===== src/rtl/cpu6502_pkg.sv =====
// ---------------------------------------------------------------------------
// cpu6502_pkg
// Shared definitions for the 6502-style core:
//   flag_op_t  - flag instruction selector (FOP_*), 3 bits
//   br_cond_t  - branch condition, equal to opcode bits 7:5 of Bxx
//   P_*        - bit positions within the processor status byte
//   pflags_t   - the six flags that P actually stores (B and bit 5 are not state)
//   pack_p     - builds the byte pushed to the stack
//   branch_eval- branch decision from the stored flags
// ---------------------------------------------------------------------------
package cpu6502_pkg;

  typedef enum logic [2:0] {
    FOP_NONE = 3'd0,
    FOP_CLC  = 3'd1,
    FOP_SEC  = 3'd2,
    FOP_CLI  = 3'd3,
    FOP_SEI  = 3'd4,
    FOP_CLD  = 3'd5,
    FOP_SED  = 3'd6,
    FOP_CLV  = 3'd7
  } flag_op_t;

  typedef enum logic [2:0] {
    BR_BPL = 3'd0,
    BR_BMI = 3'd1,
    BR_BVC = 3'd2,
    BR_BVS = 3'd3,
    BR_BCC = 3'd4,
    BR_BCS = 3'd5,
    BR_BNE = 3'd6,
    BR_BEQ = 3'd7
  } br_cond_t;

  localparam int P_C = 0;
  localparam int P_Z = 1;
  localparam int P_I = 2;
  localparam int P_D = 3;
  localparam int P_B = 4;
  localparam int P_U = 5;
  localparam int P_V = 6;
  localparam int P_N = 7;

  typedef struct packed {
    logic n;
    logic v;
    logic d;
    logic i;
    logic z;
    logic c;
  } pflags_t;

  // Stack image of P: bit 5 reads as 1, bit 4 tells BRK/PHP apart from IRQ/NMI.
  function automatic logic [7:0] pack_p(input pflags_t f, input logic b);
    logic [7:0] r;
    r        = 8'h00;
    r[P_N]   = f.n;
    r[P_V]   = f.v;
    r[P_U]   = 1'b1;
    r[P_B]   = b;
    r[P_D]   = f.d;
    r[P_I]   = f.i;
    r[P_Z]   = f.z;
    r[P_C]   = f.c;
    return r;
  endfunction

  // cond[2:1] selects the flag (N,V,C,Z); cond[0] is the value that takes the branch.
  function automatic logic branch_eval(input pflags_t f, input logic [2:0] cond);
    logic flag;
    flag = 1'b0;
    case (cond[2:1])
      2'd0:    flag = f.n;
      2'd1:    flag = f.v;
      2'd2:    flag = f.c;
      default: flag = f.z;
    endcase
    return (flag == cond[0]);
  endfunction

endpackage


===== src/rtl/cpu_status_reg_int_sync.sv =====
// ---------------------------------------------------------------------------
// int_sync
// Synchronizer for one asynchronous active-low interrupt line, followed by an
// optional falling-edge detector.
// Parameters:
//   DEPTH    number of synchronizer flops (2..3)
//   FALL_DET 0: active = synchronized level is low
//            1: active = one-cycle pulse on a synchronized 1->0 transition
// Ports:
//   clk     in  core clock
//   rst_n   in  asynchronous active-low reset; all flops reset to 1 (idle line)
//   line_n  in  raw asynchronous interrupt line, active-low
//   active  out level or edge indication, see FALL_DET
// ---------------------------------------------------------------------------
module int_sync #(
  parameter int DEPTH    = 2,
  parameter bit FALL_DET = 1'b0
) (
  input  logic clk,
  input  logic rst_n,
  input  logic line_n,
  output logic active
);

  // chain_reg[0] is the metastability-catching flop; the last bit is safe to use.
  logic [DEPTH-1:0] chain_reg;
  // Previous synchronized value, only needed for edge detection.
  logic             last_reg;

  always_ff @(posedge clk or negedge rst_n) begin
    if (!rst_n) begin
      chain_reg <= '1;
      last_reg  <= 1'b1;
    end else begin
      chain_reg <= {chain_reg[DEPTH-2:0], line_n};
      last_reg  <= chain_reg[DEPTH-1];
    end
  end

  assign active = FALL_DET ? (last_reg & ~chain_reg[DEPTH-1])
                           : ~chain_reg[DEPTH-1];

endmodule


===== src/rtl/cpu_status_reg.sv =====
// ---------------------------------------------------------------------------
// cpu_status_reg
// Processor status register P of a 6502-style core, plus branch evaluation and
// interrupt qualification at instruction boundaries.
//
// Optional feature macro: CPU_DECIMAL_EN
//   defined   : d_mode follows the stored D flag
//   undefined : D is still stored/loaded/pushed, but d_mode is tied to 0
//
// Parameters:
//   RESET_I   value of I after reset
//   NMI_SYNC  synchronizer depth on irq_n / nmi_n (2..3)
//
// Ports:
//   clk, rst_n                 clock, asynchronous active-low reset
//   alu_n/v/z/c                flags from the ALU
//   upd_nz, upd_v, upd_c       per-flag load enables from the ALU
//   flag_op[2:0]               CLC/SEC/CLI/SEI/CLD/SED/CLV (flag_op_t)
//   load_p, db_in[7:0]         PLP/RTI load of P (bits 5,4 ignored)
//   brk_push                   B bit placed into p_push
//   p_push[7:0]                stack image {N,V,1,B,D,I,Z,C}
//   ci                         current C for ALU carry-in
//   d_mode                     decimal mode to the ALU
//   br_cond[2:0], br_taken     branch condition in, combinational decision out
//   irq_n, nmi_n               asynchronous interrupt lines, active-low
//   sync                       opcode fetch cycle (instruction boundary)
//   int_ack                    interrupt sequence committed
//   sei_on_int                 set I during the vector fetch
//   nmi_take, irq_take         registered interrupt decisions, updated on sync
// ---------------------------------------------------------------------------
module cpu_status_reg
  import cpu6502_pkg::*;
#(
  parameter logic RESET_I  = 1'b1,
  parameter int   NMI_SYNC = 2
) (
  input  logic       clk,
  input  logic       rst_n,
  input  logic       alu_n,
  input  logic       alu_v,
  input  logic       alu_z,
  input  logic       alu_c,
  input  logic       upd_nz,
  input  logic       upd_v,
  input  logic       upd_c,
  input  logic [2:0] flag_op,
  input  logic       load_p,
  input  logic [7:0] db_in,
  input  logic       brk_push,
  output logic [7:0] p_push,
  output logic       ci,
  output logic       d_mode,
  input  logic [2:0] br_cond,
  output logic       br_taken,
  input  logic       irq_n,
  input  logic       nmi_n,
  input  logic       sync,
  input  logic       int_ack,
  input  logic       sei_on_int,
  output logic       nmi_take,
  output logic       irq_take
);

  localparam pflags_t P_RESET = '{n: 1'b0, v: 1'b0, d: 1'b0, i: RESET_I, z: 1'b0, c: 1'b0};

  // -------------------------------------------------------------------------
  // Status flags
  // -------------------------------------------------------------------------
  pflags_t  p_reg;
  pflags_t  p_next;
  flag_op_t fop;

  assign fop = flag_op_t'(flag_op);

  // B and bit 5 are not stored, so those bus bits are deliberately dropped.
  logic db_unused;
  assign db_unused = db_in[P_U] ^ db_in[P_B];

  always_comb begin
    p_next = p_reg;
    if (load_p) begin
      p_next.n = db_in[P_N];
      p_next.v = db_in[P_V];
      p_next.d = db_in[P_D];
      p_next.i = db_in[P_I];
      p_next.z = db_in[P_Z];
      p_next.c = db_in[P_C];
    end else begin
      // Lowest priority first; later assignments override earlier ones.
      if (sei_on_int) p_next.i = 1'b1;
      if (upd_nz) begin
        p_next.n = alu_n;
        p_next.z = alu_z;
      end
      if (upd_v) p_next.v = alu_v;
      if (upd_c) p_next.c = alu_c;
      // A flag instruction only overrides its own bit.
      case (fop)
        FOP_CLC: p_next.c = 1'b0;
        FOP_SEC: p_next.c = 1'b1;
        FOP_CLI: p_next.i = 1'b0;
        FOP_SEI: p_next.i = 1'b1;
        FOP_CLD: p_next.d = 1'b0;
        FOP_SED: p_next.d = 1'b1;
        FOP_CLV: p_next.v = 1'b0;
        default: ;
      endcase
    end
  end

  always_ff @(posedge clk or negedge rst_n) begin
    if (!rst_n) begin
      p_reg <= P_RESET;
    end else begin
      p_reg <= p_next;
    end
  end

  assign p_push   = pack_p(p_reg, brk_push);
  assign ci       = p_reg.c;
  assign br_taken = branch_eval(p_reg, br_cond);

`ifdef CPU_DECIMAL_EN
  assign d_mode = p_reg.d;
`else
  // 2A03-style: D is architecturally visible but never reaches the ALU.
  assign d_mode = 1'b0;
`endif

  // -------------------------------------------------------------------------
  // Interrupt qualification
  // -------------------------------------------------------------------------
  logic irq_active;
  logic nmi_fall;

  int_sync #(.DEPTH(NMI_SYNC), .FALL_DET(1'b0)) u_irq_sync (
    .clk    (clk),
    .rst_n  (rst_n),
    .line_n (irq_n),
    .active (irq_active)
  );

  int_sync #(.DEPTH(NMI_SYNC), .FALL_DET(1'b1)) u_nmi_sync (
    .clk    (clk),
    .rst_n  (rst_n),
    .line_n (nmi_n),
    .active (nmi_fall)
  );

  logic nmi_latch_reg;
  logic nmi_latch_next;
  logic nmi_take_reg;
  logic irq_take_reg;
  // I as captured at the previous instruction boundary; masking IRQ with this
  // delays CLI/SEI/PLP by one instruction, as on the original part.
  logic i_eff_reg;

  // The latch is cleared once the NMI it announced is acknowledged; a fresh
  // edge arriving in the same cycle must not be lost, so set wins.
  always_comb begin
    nmi_latch_next = nmi_fall | (nmi_latch_reg & ~(int_ack & nmi_take_reg));
  end

  always_ff @(posedge clk or negedge rst_n) begin
    if (!rst_n) begin
      nmi_latch_reg <= 1'b0;
      nmi_take_reg  <= 1'b0;
      irq_take_reg  <= 1'b0;
      i_eff_reg     <= RESET_I;
    end else begin
      nmi_latch_reg <= nmi_latch_next;
      if (sync) begin
        nmi_take_reg <= nmi_latch_reg;
        irq_take_reg <= ~nmi_latch_reg & irq_active & ~i_eff_reg;
        i_eff_reg    <= p_reg.i;
      end
    end
  end

  assign nmi_take = nmi_take_reg;
  assign irq_take = irq_take_reg;

endmodule

===== config.mk =====
export PLATFORM = sky130hd
export DESIGN_NAME = cpu_status_reg
export DESIGN_NICKNAME = d
export VERILOG_FILES = /design/src/rtl/cpu6502_pkg.sv /design/src/rtl/cpu_status_reg_int_sync.sv /design/src/rtl/cpu_status_reg.sv
export SDC_FILE = /design/constraint.sdc
export NUM_CORES = 1
export LEC_CHECK = 0
export CAP_MARGIN = 5
export CORE_MARGIN = 1.5
export CORE_UTILIZATION = 38
export DETAILED_ROUTE_END_ITERATION = 12
export MAX_ROUTING_LAYER = met4
export PLACE_DENSITY_LB_ADDON = 0.15
export SLEW_MARGIN = 15
export SYNTH_ARGS = -nofsm -noshare
export SYNTH_HDL_FRONTEND = slang
export SYNTH_SLANG_ARGS = --single-unit

===== constraint.sdc =====
create_clock -name clk -period 3 [get_ports clk]
set_clock_uncertainty 0.1 [all_clocks]
set_input_delay 0.45 -clock clk [delete_from_list [all_inputs] [get_ports clk]]
set_output_delay 0.45 -clock clk [all_outputs]
set_load 0.05 [all_outputs]

== Yosys cells after proc, flatten, opt, wreduce, memory -nomap -nowiden ==
Index checks and enable logic that the tools add are counted.
Widths: inputs -> output; s select.

* Input bits: 30
* Output and inout bits: 13
* Logic and storage cells: 51
* Register bits after elaboration: 15

* Reduce and logical (&&, ||, !) cells: 6
* Equal/unequal tests: 10
* Mux-type cells: 11
* Bitwise operators: 11

{| class="wikitable"
|+ Operators with widths
! kind !! count
|-
| $eq 3x3->1 const B || 4
|-
| $reduce_bool 4->1 || 2
|-
| $eq 3x2->1 const B || 2
|-
| $mux 1 || 6
|-
| $mux 6 || 1
|-
| $pmux 1 s2 || 3
|-
| $reduce_bool 3->1 || 2
|-
| $and 1x1->1 || 5
|-
| $not 1->1 || 5
|-
| $eq 3x1->1 const B || 1
|-
| $pmux 1 s3 || 1
|-
| $eq 2x1->1 const B || 1
|-
| $eq 2x2->1 const B || 1
|-
| $logic_not 2->1 || 1
|-
| $reduce_bool 2->1 || 1
|-
| $eq 1x1->1 || 1
|-
| $or 1x1->1 || 1
|}

== Logic depth before layout (Yosys ltp) ==
* Word-level depth: 4
* Mapped depth: 4

== Cells and area by module ==
From an unflattened synthesis, not the netlist that was laid out.

* Cells, all modules: 62
* Area total of the unflattened synthesis: 703.2 µm²

{| class="wikitable"
|+ Modules (own cells, without submodules)
! module !! instances !! area each (µm²) !! cells an instance
|-
| cpu_status_reg || 1 || 554.3 || 55
|-
| int_sync at u_nmi_sync || 1 || 92.6 || 4
|-
| int_sync at u_irq_sync || 1 || 56.3 || 3
|}

== Least setup slack after synthesis ==
OpenSTA, ideal clock, no wires.

* Path type: reg-to-output
* From: register p_reg, in the netlist ci
* To: output br_taken
* Slack: 0.519 ns
* Cell stages (with the launch flop): 3
* Data required time: 2.450 ns
* Arrival: 1.931 ns
* Path through: dfrtp_1 > mux4_2 > xnor2_1

* Longest elaborated chain between the ends: 2

{| class="wikitable"
|+ Ends and longest elaborated chain
! what !! line !! text
|-
| start, declared || cpu_status_reg.sv:69 || <nowiki>pflags_t p_reg;</nowiki>
|-
| start signal, assigned || cpu_status_reg.sv:115 || <nowiki>p_reg <= p_next;</nowiki>
|-
| $pmux 1 s3 || cpu6502_pkg.sv:72 || <nowiki>case (cond[2:1])</nowiki>
|-
| $eq 1x1->1 || cpu6502_pkg.sv:78 || <nowiki>return (flag == cond[0]);</nowiki>
|-
| end, declared || cpu_status_reg.sv:54 || <nowiki>output logic br_taken,</nowiki>
|}

Every way passes these cells.

== Worst setup path in the final report ==
* From: input br_cond[1]
* To: output br_taken

* Longest elaborated chain between the ends: 3

{| class="wikitable"
|+ Ends and longest elaborated chain
! what !! line !! text
|-
| start, declared || cpu_status_reg.sv:53 || <nowiki>input logic [2:0] br_cond,</nowiki>
|-
| $eq 2x2->1, or another cell as far along || cpu6502_pkg.sv:72 ||
|-
| $pmux 1 s3 * || cpu6502_pkg.sv:72 ||
|-
| $eq 1x1->1 * || cpu6502_pkg.sv:78 ||
|}

Mark *: on every way between the ends. The rest lies on a longest branch, timed or not.

==> impl_metrics.json <==
{
  "status": "completed",
  "setup_tns_ps": 0,
  "p_int_w": 0.0003606,
  "synth_cells": 60,
  "synth_top_cell_by_area": "dfrtp_1",
  "pwr-share-clk_pct": 20.9,
  "cp_max_fo": 1,
  "clk_latency_ps": 280,
  "die_area_um2": 2079,
  "postCtsSetupBuffers": 0,
  "dpl_worst_slack_ps": 567.7,
  "core_um2": 1708,
  "final_antenna_net_count": 0,
  "p_sw_w": 0.0001758,
  "die_y_um": 45.60,
  "setup_ws_ps": 580.8,
  "seqCellArea_um2": 384.1,
  "power_leakage_nw": 0.4490,
  "dp_hpwl_mm": 1.120,
  "pwr-share-comb_pct": 34.4,
  "num_rows": 15,
  "via_count": 569,
  "critPathArrivalTime_ps": 1870,
  "ys_warn_count": 0,
  "synth_seq_area_share_pct": 55.72,
  "routabilityCongestion": 0.7302,
  "multi_input_area_um2": 259.0,
  "synth_edf_count": 0,
  "io_pins": 43,
  "largest_reg_flops": 5,
  "drtPass1Iterations": 4,
  "p_total_w": 0.0005364,
  "placed_cell_area_um2": 1056,
  "timing.hold.ws_ps": 258.4,
  "die_w_um": 45.60,
  "fin_nets": 126,
  "routed_wl_mm": 1.433,
  "ir_drop_uv": 309.0,
  "drt_iter0_drc": 5,
  "ys_seq_elements": 15,
  "antenna_found_initial": 0,
  "period_needed_ps": 2419,
  "synth-main-ff-cell": "dfrtp_1",
  "drc_errors": 0,
  "area_delta_synth_final_pct": 57.17,
  "track_usage_pct": 15.78,
  "synth_commonest_cells": "dfrtp_1 (8), dfstp_2 (7), nand2_1 (5), o21ai_0 (5), buf_4 (4)",
  "grt_pass1_vias": 511,
  "worstMarginPinSlew_ps": 653.5,
  "nFillCells": 135,
  "clock-sinks": 15,
  "rsz0062_at_grt": "false",
  "cts_tree": "yes",
  "slew_viol_final": 0,
  "timing.final.crit_share_pct": 80.64,
  "avgSynthCellArea_um2": 11.49,
  "finalHoldViolations": 0,
  "n_antenna_cell": 0,
  "synth-async-reset-ratio_pct": 100.0,
  "path_clk_slew_ps": 90,
  "worstSetupStartpointType": "input port",
  "drive_above_1_share_pct": 16.84,
  "viasPerCell": 4.742,
  "synth_nets": 90,
  "worstPathRequired_ps": 2450,
  "grt_overflow_total": 0,
  "rr_worst_depth": 3,
  "cts_max_path_buffers": 2,
  "cts_inserted_buffers": 3,
  "pwr-share-seq_pct": 44.7,
  "stdcell_area_um2": 1084,
  "max_freq_ghz": 0.4134,
  "post_cts_resize_count": 0,
  "synthTopCellsByArea": "dfrtp_1 (29%), dfstp_2 (27%), mux2_2 (4.9%), mux2i_1 (4.4%), buf_4 (4.4%)",
  "htree_levels": 1,
  "path_class": "input port to primary output",
  "cts_root_buf": "clkbuf_4",
  "switching_share_pct": 32.78,
  "p_per_area_nw_per_um2": 495.1,
  "hold_path_class": "flip-flop to flip-flop",
  "syn_area_um2": 689.4,
  "post_drt_wl_per_cell_um": 11.94,
  "maxCapViolCount": 0,
  "setup_viol": 0,
  "port_buffers": 36,
  "critPathCaptureType": "primary output",
  "synth_cell_types": 24,
  "slew_headroom_pct": 56.29,
  "start_util_pct": 40.37,
  "yosysMostFrequentCell": "dfrtp_1",
  "grt_pass1_wl_mm": 2.166,
  "synth_top_area_share_pct": 29.04,
  "grt_max_degree": 16,
  "ctsHoldBuffers": 0,
  "holdPathStages": 0
}
[path summary, 6_finish.rpt]
kind / from / end / slack (ps)
setup reg to reg: p_push[2]$_DFFE_PN1P_ / p_push[2]$_DFFE_PN1P_ / 1930
max in group asynchronous: rst_n / nmi_latch_reg$_DFF_PN0_ / 1920
hold / removal: u_irq_sync.chain_reg[0]$_DFF_PN1_ / u_irq_sync.chain_reg[1]$_DFF_PN1_ / 260
min in group asynchronous: rst_n / p_push[1]$_DFFE_PN0P_ / 470
hold reg to reg: u_irq_sync.chain_reg[0]$_DFF_PN1_ / u_irq_sync.chain_reg[1]$_DFF_PN1_ / 260
setup / recovery: br_cond[1] / br_taken / 580
[layout make-up]
cell class	instances	share of cell area, %
Clock buffer	3	2.079
Clock inverter	1	0.4619
Inverter	3	1.039
Multi-Input combinational cell	37	23.90
Sequential cell	15	35.45
Tap cell	25	2.887
Timing Repair Buffer	36	34.18
[critical path, cell delays in order]
cell and delay, ps:
clkdlybuf4s50_1 480, mux4_2 510, xnor2_1 250, buf_12 180
[through the flow]
| stage | utilization [%] | instances |
|---|---|---|
| final | 63.44 | 120 |
| after global routing | 63.44 | 120 |
| after CTS | 63.44 | 120 |
| after detailed placement | 61.83 | 116 |
| after global placement | 61.83 | 116 |
| after floorplan | - | 60 |
[per-layer routing]
layer / global-route usage (%) / part of all wire, %
met2: 23.66 / 50
met5: - / 0
met1: 16.96 / 39
met4: 10.59 / 0.77
met3: 6.349 / 10
[kinds of logic (layout without fill, tap and decap cells)]
family          after synthesis  in the layout  share of synthesized area [%]
compound gates               15             15                          14.34
xor+xnor                      2              2                          2.541
buf+inv                       8             43                          6.714
flops                        15             15                          55.72
mux                           7              7                          12.52
other cells                   2              2                          1.089
simple gates                 11             11                          7.080
[layout by cell type, fill, tap and decap left out]
cell             netlist  routed
o31ai_1                1       1
a21boi_0               2       2
mux2_2                 3       3
clkdlybuf4s50_1        0      35
conb_1                 2       2
nand2b_1               1       1
clkbuf_4               0       3
mux4_2                 1       1
buf_12                 0       1
nor2b_1                1       1
o22a_1                 1       1
nand2_1                5       5
mux2i_1                3       3
o221ai_1               1       1
a21oi_1                2       2
a311oi_1               1       1
nor3_1                 2       2
inv_1                  3       3
xnor2_1                2       2
dfrtp_1                8       8
a22oi_1                1       1
clkinv_2               0       1
o21ai_0                5       5
a21o_1                 1       1
nor2_1                 2       2
dfstp_2                7       7
[power groups by stage]
stage          clock network [W]  registers (W)  logic [W]
3_3_place_gp                   0       0.000243   0.000184
3_5_place_dp                   0       0.000244   0.000185
4_1_cts                 0.000118       0.000240   0.000186
6_report                0.000112       0.000240   0.000185
2_1_floorplan                  0       0.000285  0.0000629
5_1_grt                 0.000128       0.000243   0.000194
(Power assumes the default switching activity.)
==> patch (same flow settings) <==
`RESET_I`: 1'b1 -> 1'b0.
--- a/src/rtl/cpu_status_reg.sv
+++ b/src/rtl/cpu_status_reg.sv
@@ -32,5 +32,5 @@
   import cpu6502_pkg::*;
 #(
-  parameter logic RESET_I  = 1'b1,
+  parameter logic RESET_I  = 1'b0,
   parameter int   NMI_SYNC = 2
 ) (
Check against the original RTL: not equivalent (Yosys sat finds a counterexample within 4 cycles, from zero or initial values and one cycle with rst_n low).
==> patch against the original RTL <==
Worst setup slack better by 0.0081 ns; cell count stayed put; final area is 0.23% lower; routed wire length is 3.4% lower; area after synthesis is 0.36% lower; total power is 0.48% lower; critical path depth stayed put; sequential cell count stayed put; critical endpoint unchanged; largest cell class unchanged.
==> patch: results <==
set metrics [dict create \
    status "finished, final reports clean" \
    hold_class "reg -> reg" \
    overflow 0 \
    cts-root-buf "clkbuf_4" \
    crit_slowest_cell "mux4_2" \
    antenna_found_initial 0 \
    dpl-instance-area_mm2 0.00105 \
    dp_hpwl_um 1090 \
    tightest_slew_ns 0.666 \
    p_leak_nw 0.449 \
    num-nets-final 126 \
    drt_pass1_iterations 4 \
    hold_viol 0 \
    critPathMaxStageDelay_ns 0.50 \
    dp.cells 116 \
    vias 541 \
    grt_pass1_vias 492 \
    cp_top_family "buffers and inverters" \
    grt_pass1_wl_um 2170 \
    insertedDiodeCount 0 \
    yosysUniqueCellTypes 24 \
    grt_max_degree 16 \
    syn2layout_area_growth_pct 57.4 \
    num-fill-cells 141 \
    post-cts-setup-buffer-count 0 \
    drt-initial-drc-count 6 \
    synthCells 60 \
    drc 0 \
    crit_path_max_fanout 1 \
    drive_above_1_share 0.147 \
    power.internal_mw 0.358 \
    synth_warnings 0 \
    ir_worst_vdd_mv 0.272 \
    gp_congestion 0.748 \
    clock_path_buffers 2 \
    yosys-top-cells-area "dfrtp_1, dfstp_2, mux2_2" \
    largest_reg_flops 5 \
    synth-async-reset-ratio 1.00 \
    cts_buffers 3 \
    finalWirelength_um 1380 \
    htreeDepth 1 \
    ys_seq_area_frac 0.556 \
    synth_nets 90 \
    insertion_delay_ns 0.28 \
    place.port_buffers 36 \
    synthTopCellsByCount "dfrtp_1, dfstp_2, nand2_1, o21ai_0, buf_4" \
    wl_per_cell_um 11.5 \
    grt_util_all_layers 0.156 \
    synth_ff_type "dfrtp_1" \
    dpl_worst_slack_ns 0.586 \
    cts_resized 0 \
]
-- patch: cell type report --
class	instances	share of cell area
sequential	15	0.353
timing repair buffer	36	0.343
clock buffer	3	0.0208
inverter	3	0.0104
multi-input combinational	37	0.240
clock inverter	1	0.00463
tap	25	0.0289
-- patch: final timing paths --
kind                                          from                      end  slack, ns  cells past startpoint
hold / removal             u_irq_sync.chain_reg[0]  u_irq_sync.chain_reg[1]       0.26                      0
max in group asynchronous                    rst_n                p_push[1]       1.91                      1
hold reg to reg            u_irq_sync.chain_reg[0]  u_irq_sync.chain_reg[1]       0.26                      0
min in group asynchronous                    rst_n                 nmi_take       0.47                      1
setup reg to reg           u_irq_sync.chain_reg[1]                 irq_take       1.97                      2
setup / recovery                        br_cond[1]                 br_taken       0.59                      4
-- patch: worst register-to-register path, delay by kind of cell, from the launching register on --
kind	cells	cell delay [ns]
flops	1	0.52
simple gates	1	0.04
mux	1	0.25
-- patch: power by group through the flow --
stage               combinational, mW  clock, mW  sequential, mW
floorplan                      0.0628          0           0.283
global placement                0.183          0           0.241
detailed placement              0.185          0           0.241
CTS                             0.186      0.120           0.238
global route                    0.193      0.129           0.241
finish                          0.184      0.113           0.237
-- patch: metal layers --
layer	global-route usage	part of all wire	up-vias
li1	-	-	273
met1	0.188	0.43	238
met5	-	0	-
met4	0.0706	0	0
met3	0.0516	0.11	0
met2	0.234	0.46	30
-- patch: cell families (layout without fill, tap and decap cells) --
logic type	after synthesis	count (layout)	synth area share
AO/OA/AOI/OAI	15	15	0.144
XOR/XNOR	2	2	0.0255
buffers and inverters	8	43	0.0674
flip-flops	15	15	0.556
multiplexers	7	7	0.126
other	2	2	0.0109
AND/OR/NAND/NOR	11	11	0.0711
